==> config.mk <==
export PLATFORM = sky130hd
export DESIGN_NAME = nf10_barrier_sched_flat
export DESIGN_NICKNAME = d
export VERILOG_FILES = /design/src/rtl/nf10_barrier_sched_pkg.sv /design/src/rtl/nf10_barrier_sched_if.sv /design/src/rtl/nf10_barrier_sched_idle_timer.sv /design/src/rtl/nf10_barrier_sched.sv /design/src/flat_wrapper.sv
export SDC_FILE = /design/constraint.sdc
export NUM_CORES = 1
export LEC_CHECK = 0
export CORE_ASPECT_RATIO = 0.9
export CORE_MARGIN = 10
export CORE_UTILIZATION = 35
export CTS_CLUSTER_DIAMETER = 120
export CTS_CLUSTER_SIZE = 14
export DETAILED_ROUTE_END_ITERATION = 8
export MAX_ROUTING_LAYER = met4
export SLEW_MARGIN = 40
export SYNTH_ARGS = -nofsm -noshare
export SYNTH_HDL_FRONTEND = slang
export SYNTH_SLANG_ARGS = --single-unit
export TNS_END_PERCENT = 100
==> constraint.sdc <==
create_clock -name axi_aclk -period 4.8 [get_ports axi_aclk]
set_input_delay 0.48 -clock axi_aclk [delete_from_list [all_inputs] [get_ports axi_aclk]]
set_output_delay 0.48 -clock axi_aclk [all_outputs]
set_load 0.02 [all_outputs]
==> src/rtl/nf10_barrier_sched_pkg.sv <==
// nf10_barrier_pkg: shared state encoding and requester-count helper for the barrier scheduler
package nf10_barrier_pkg;
  typedef enum logic [1:0] {BAR_IDLE, BAR_GATHER, BAR_RELEASE, BAR_ERROR} bar_state_t;
  function automatic int nreq(input int num_ports);
    return num_ports + 2;
  endfunction
endpackage

==> src/rtl/nf10_barrier_sched_if.sv <==
// nf10_barrier_sched_if: activity, barrier request and status signals of the barrier scheduler
interface nf10_barrier_sched_if #(
  parameter int NUM_PORTS = 4,
  parameter int CNT_W = 16
);
  import nf10_barrier_pkg::*;
  localparam int NREQ = nreq(NUM_PORTS);
  logic [NUM_PORTS:0] activity_stim;
  logic [NUM_PORTS:0] activity_rec;
  logic [NUM_PORTS:0] barrier_req;
  logic activity_trans_sim;
  logic activity_trans_log;
  logic barrier_req_trans;
  logic err_clear;
  logic barrier_proceed;
  logic timeout_err;
  logic [NREQ-1:0] missing_mask;
  logic [CNT_W-1:0] barrier_count;
  modport master(
    output activity_stim, activity_rec, activity_trans_sim, activity_trans_log,
    output barrier_req, barrier_req_trans, err_clear,
    input barrier_proceed, timeout_err, missing_mask, barrier_count
  );
  modport slave(
    input activity_stim, activity_rec, activity_trans_sim, activity_trans_log,
    input barrier_req, barrier_req_trans, err_clear,
    output barrier_proceed, timeout_err, missing_mask, barrier_count
  );
endinterface

==> src/rtl/nf10_barrier_sched_idle_timer.sv <==
// nf10_barrier_idle_timer: saturating idle counter, expire flags the last tolerated idle cycle
module nf10_barrier_idle_timer #(
  parameter int INACTIVITY_TIMEOUT = 1500
) (
  input  logic clk,
  input  logic rst,
  input  logic clear,
  input  logic tick,
  output logic expire
);
  localparam int W = $clog2(INACTIVITY_TIMEOUT);
  localparam logic [W-1:0] LAST = W'(INACTIVITY_TIMEOUT - 1);
  logic [W-1:0] count;
  assign expire = count == LAST;
  always_ff @(posedge clk) begin
    if (rst || clear) count <= '0;
    else if (tick && !expire) count <= count + 1'b1;
  end
endmodule

==> src/rtl/nf10_barrier_sched.sv <==
// nf10_barrier_sched: global barrier release once every requester waits, with inactivity timeout
module nf10_barrier_sched
  import nf10_barrier_pkg::*;
#(
  parameter int NUM_PORTS = 4,
  parameter int INACTIVITY_TIMEOUT = 1500,
  parameter int CNT_W = 16
) (
  input logic axi_aclk,
  input logic axi_reset,
  nf10_barrier_sched_if.slave bus
);
  localparam int NREQ = nreq(NUM_PORTS);
  bar_state_t state;
  logic [NREQ-1:0] r;
  logic [NREQ-1:0] a;
  logic all_req;
  logic no_req;
  logic quiet;
  logic clear;
  logic expire;
  assign r = {bus.barrier_req, bus.barrier_req_trans};
  assign a = {bus.activity_stim | bus.activity_rec, bus.activity_trans_sim | bus.activity_trans_log};
  always_comb begin
    all_req = &r;
    no_req = ~|r;
    quiet = ~|a;
    clear = state != BAR_GATHER || !quiet;
  end
  // The idle count only advances while gathering with no activity anywhere
  nf10_barrier_idle_timer #(.INACTIVITY_TIMEOUT(INACTIVITY_TIMEOUT)) u_timer (
    .clk(axi_aclk),
    .rst(axi_reset),
    .clear(clear),
    .tick(!clear),
    .expire(expire)
  );
  always_ff @(posedge axi_aclk) begin
    if (axi_reset) begin
      state <= BAR_IDLE;
      bus.barrier_proceed <= 1'b0;
      bus.timeout_err <= 1'b0;
      bus.missing_mask <= '0;
      bus.barrier_count <= '0;
    end else begin
      case (state)
        BAR_IDLE:
          if (all_req) begin
            state <= BAR_RELEASE;
            bus.barrier_proceed <= 1'b1;
          end else if (!no_req) state <= BAR_GATHER;
        BAR_GATHER:
          if (all_req) begin
            state <= BAR_RELEASE;
            bus.barrier_proceed <= 1'b1;
          end else if (no_req) state <= BAR_IDLE;
          else if (expire && quiet) begin
            state <= BAR_ERROR;
            bus.timeout_err <= 1'b1;
            bus.missing_mask <= ~r;
          end
        BAR_RELEASE:
          if (no_req) begin
            state <= BAR_IDLE;
            bus.barrier_proceed <= 1'b0;
            bus.barrier_count <= bus.barrier_count + 1'b1;
          end
        BAR_ERROR:
          if (bus.err_clear) begin
            state <= BAR_IDLE;
            bus.timeout_err <= 1'b0;
            bus.missing_mask <= '0;
          end
        default: state <= BAR_IDLE;
      endcase
    end
  end
endmodule
==> src/flat_wrapper.sv <==
// flat-port wrapper written by rule: the top's interface ports become plain ports
module nf10_barrier_sched_flat import nf10_barrier_pkg::*;
#(
  parameter int NUM_PORTS = 4,
  parameter int INACTIVITY_TIMEOUT = 1500,
  parameter int CNT_W = 16
)
  (axi_aclk, axi_reset, bus_activity_stim, bus_activity_rec, bus_activity_trans_sim, bus_activity_trans_log, bus_barrier_req, bus_barrier_req_trans, bus_err_clear, bus_barrier_proceed, bus_timeout_err, bus_missing_mask, bus_barrier_count);
  nf10_barrier_sched_if #(.NUM_PORTS(NUM_PORTS), .CNT_W(CNT_W)) bus_i ();
  input logic axi_aclk;
  input logic axi_reset;
  input wire logic [$bits(bus_i.activity_stim)-1:0] bus_activity_stim;
  input wire logic [$bits(bus_i.activity_rec)-1:0] bus_activity_rec;
  input wire logic [$bits(bus_i.activity_trans_sim)-1:0] bus_activity_trans_sim;
  input wire logic [$bits(bus_i.activity_trans_log)-1:0] bus_activity_trans_log;
  input wire logic [$bits(bus_i.barrier_req)-1:0] bus_barrier_req;
  input wire logic [$bits(bus_i.barrier_req_trans)-1:0] bus_barrier_req_trans;
  input wire logic [$bits(bus_i.err_clear)-1:0] bus_err_clear;
  output wire logic [$bits(bus_i.barrier_proceed)-1:0] bus_barrier_proceed;
  output wire logic [$bits(bus_i.timeout_err)-1:0] bus_timeout_err;
  output wire logic [$bits(bus_i.missing_mask)-1:0] bus_missing_mask;
  output wire logic [$bits(bus_i.barrier_count)-1:0] bus_barrier_count;
  assign bus_i.activity_stim = bus_activity_stim;
  assign bus_i.activity_rec = bus_activity_rec;
  assign bus_i.activity_trans_sim = bus_activity_trans_sim;
  assign bus_i.activity_trans_log = bus_activity_trans_log;
  assign bus_i.barrier_req = bus_barrier_req;
  assign bus_i.barrier_req_trans = bus_barrier_req_trans;
  assign bus_i.err_clear = bus_err_clear;
  assign bus_barrier_proceed = bus_i.barrier_proceed;
  assign bus_timeout_err = bus_i.timeout_err;
  assign bus_missing_mask = bus_i.missing_mask;
  assign bus_barrier_count = bus_i.barrier_count;
  nf10_barrier_sched #(.NUM_PORTS(NUM_PORTS), .INACTIVITY_TIMEOUT(INACTIVITY_TIMEOUT), .CNT_W(CNT_W)) u_core (.axi_aclk(axi_aclk), .axi_reset(axi_reset), .bus(bus_i));
endmodule
==> flow_summary.json <==
{
  "die-area_um2": 8410,
  "finalPower_uw": 551,
  "synth.largest_area_cell": "dfxtp_1",
  "start_kind": "input pin",
  "tns_ns": 0,
  "cp_num_buf_inv": 1,
  "critical_path.max_fanout": 17,
  "fillCellCount": 497,
  "cts.sinks": 37,
  "p_per_area_nw_per_um2": 232,
  "fmax_mhz": 392,
  "hold_viol": 0,
  "wl_mm": 4.39,
  "p_leak_nw": 0.774,
  "finalCriticalPeriod_ns": 2.55,
  "grt_start_max_net_pins": 22,
  "port_buffers": 44,
  "required_ns": 5.00,
  "multiInputGateArea_um2": 1020,
  "cts_tree": "done",
  "numCtsBuffers": 5,
  "grt_use_met2": 0.177,
  "netlist_area_um2": 1800,
  "postCtsSetupRepairBufs": 0,
  "drive_gt1_frac": 0.0782,
  "fin_hold_ws_ns": 0.462,
  "core_um2": 4920,
  "drt_iter0_markers": 109,
  "cts_resized": 0,
  "worst_pin_slew_ns": 0.772,
  "htree_levels": 2,
  "routabilityCongestion": 0.760,
  "gr-max-usage-layer": "met2",
  "slowest_delay_ns": 0.65,
  "nets": 265,
  "final-seq-area_um2": 741,
  "synth_edf_count": 0,
  "synth.avg_cell_area_um2": 9.18,
  "hold_class": "flip-flop to flip-flop",
  "end_kind": "flip-flop",
  "rsz0062_at_grt": "false",
  "yosysMostFrequentCell": "dfxtp_1",
  "crit_chain": "clkdlybuf4s50_1 -> nor4_4 -> nand4_1 -> or4_1 -> a21oi_1",
  "globalRouteOverflowTotal": 0,
  "path_class": "input pin to flip-flop",
  "syn_nets": 219,
  "dr.pass1.iters": 4,
  "area.growth.synth_to_final_pct": 32.1,
  "outcome": "complete, no violations",
  "max-vdd-ir-drop_mv": 0.180,
  "ys_seq_area_frac": 0.412,
  "synth_seq_cells": 37,
  "antenna_found_initial": 0,
  "die_w_um": 95.6,
  "cap_violations": 0,
  "clock_latency_ns": 0.29,
  "finalCritPeriodShare": 0.532,
  "place_area_um2": 2290,
  "clkTransAtPathRegs_ns": 0.07,
  "vias": 1609,
  "num_rows": 24,
  "num_io_pins": 45,
  "grt.met3_usage": 0.0411,
  "fp.dieH_um": 88.0,
  "ys.flop_type": "dfxtp_1",
  "grt_pass1_vias": 1610,
  "worst_ep_arrival_time_ns": 2.75,
  "dpl.hpwl_mm": 3.24,
  "root_buffer": "clkbuf_8",
  "ys_warn_count": 0,
  "crit_family": "simple AND/OR/NAND/NOR gates",
  "synth_top_area_frac": 0.412,
  "start_util": 0.365,
  "post_drt_wl_per_cell_um": 14.3,
  "async_reset_ff_frac": 0,
  "ys_top_cells_by_count": "dfxtp_1 (37), nand2_1 (18), a21oi_1 (16), nor2_1 (16), xor2_1 (12)",
  "track_usage": 0.115,
  "antennaDiodeCount": 0,
  "cts_max_path_buffers": 2,
  "grt_pass1_wl_mm": 7.69,
  "drc_errors": 0,
  "yosys-top-cells-area": "dfxtp_1 (41%), xor2_1 (5.8%), a21oi_1 (4.5%), nand2_1 (3.8%), nand4_1 (3.5%)",
  "critical_path.slowest_cell": "or4_1",
  "cts_hold_buf": 0,
  "relSlewSlack": 0.484,
  "ant_nets": 0,
  "maxSlewViolCount": 0,
  "setup_viol": 0,
  "routed_via_density": 5.22,
  "met1_usage": 0.139,
  "synth.distinct_cells": 39,
  "stdcell_area_um2": 2380,
  "fin_skew_ns": 0.00501,
  "synth_cells": 196
}
[flip-flops by register name (all words and copies together) (netlist names)]
register,cells
u_core.bus.barrier_count,16
u_core.bus.barrier_proceed,1
u_core.bus.missing_mask,6
u_core.bus.timeout_err,1
u_core.state,2
u_core.u_timer.count,11
[worst min-delay path: cells and delay by family, from the launching register on]
family / cells / cell delay [ns]
muxes: 1 / 0.05
and+or+nand+nor: 1 / 0.05
DFF: 1 / 0.32
[final cells by class]
cell class                 count  area share
tap                           65      0.0342
inverter                       2     0.00316
clock buffer                   6      0.0305
clock inverter                 2     0.00421
multi-input combinational    152       0.431
timing repair buffer          44       0.185
sequential                    37       0.312
[layout by cell type, fill, tap and decap left out, drive strengths merged, types with 6 or more instances in the layout]
| cell | instances |
|---|---|
| a21oi | 16 |
| clkbuf | 6 |
| clkdlybuf4s50 | 44 |
| dfxtp | 37 |
| mux2i | 6 |
| nand2 | 18 |
| nand3 | 9 |
| nand4 | 11 |
| nor2 | 17 |
| o31ai | 8 |
| or4 | 8 |
| xor2 | 12 |
[stage by stage]
| stage | setup slack, ns | utilization | cells |
|---|---|---|---|
| final | 2.25 | 0.483 | 308 |
| after global routing | 2.00 | 0.483 | 308 |
| after CTS | 2.28 | 0.483 | 308 |
| after detailed placement | 1.98 | 0.466 | 300 |
| after global placement | 2.00 | 0.466 | 300 |
| after floorplan | 2.94 | - | 196 |
[final timing paths]
check                                          startpoint                                   endpoint  slack, ns  cells past startpoint
setup reg to reg             u_core.state[1]$_SDFFE_PP0P_  u_core.bus.barrier_count[13]$_SDFFE_PP0P_       2.64                      4
setup / recovery                       bus_barrier_req[2]  u_core.bus.barrier_count[13]$_SDFFE_PP0P_       2.25                      5
hold / removal    u_core.bus.missing_mask[0]$_SDFFE_PP0P_    u_core.bus.missing_mask[0]$_SDFFE_PP0P_       0.46                      2
hold reg to reg   u_core.bus.missing_mask[0]$_SDFFE_PP0P_    u_core.bus.missing_mask[0]$_SDFFE_PP0P_       0.46                      2
[where the power goes]
part | switching [mW] | internal, mW
clock network | 0.109 | 0.101
registers | 0.00112 | 0.307
logic | 0.0133 | 0.0193
[routing by layer]
layer	share of wire	up-vias	routed length, µm
met1	0.48	752	2100
met5	0	-	0
met3	0.057	4	251
met2	0.45	36	2000
li1	-	817	-
met4	0.0096	0	42
[kinds of logic after synthesis]
group                    Yosys count  share of synthesized area
AND/OR/NAND/NOR                   98                      0.348
flip-flops                        37                      0.412
AO/OA/AOI/OAI                     33                      0.111
XOR/XNOR                          13                     0.0633
buffers and inverters              7                     0.0188
multiplexers                       6                     0.0334
adder cells (fa/ha/maj)            2                     0.0139
(Power assumes the default switching activity.)
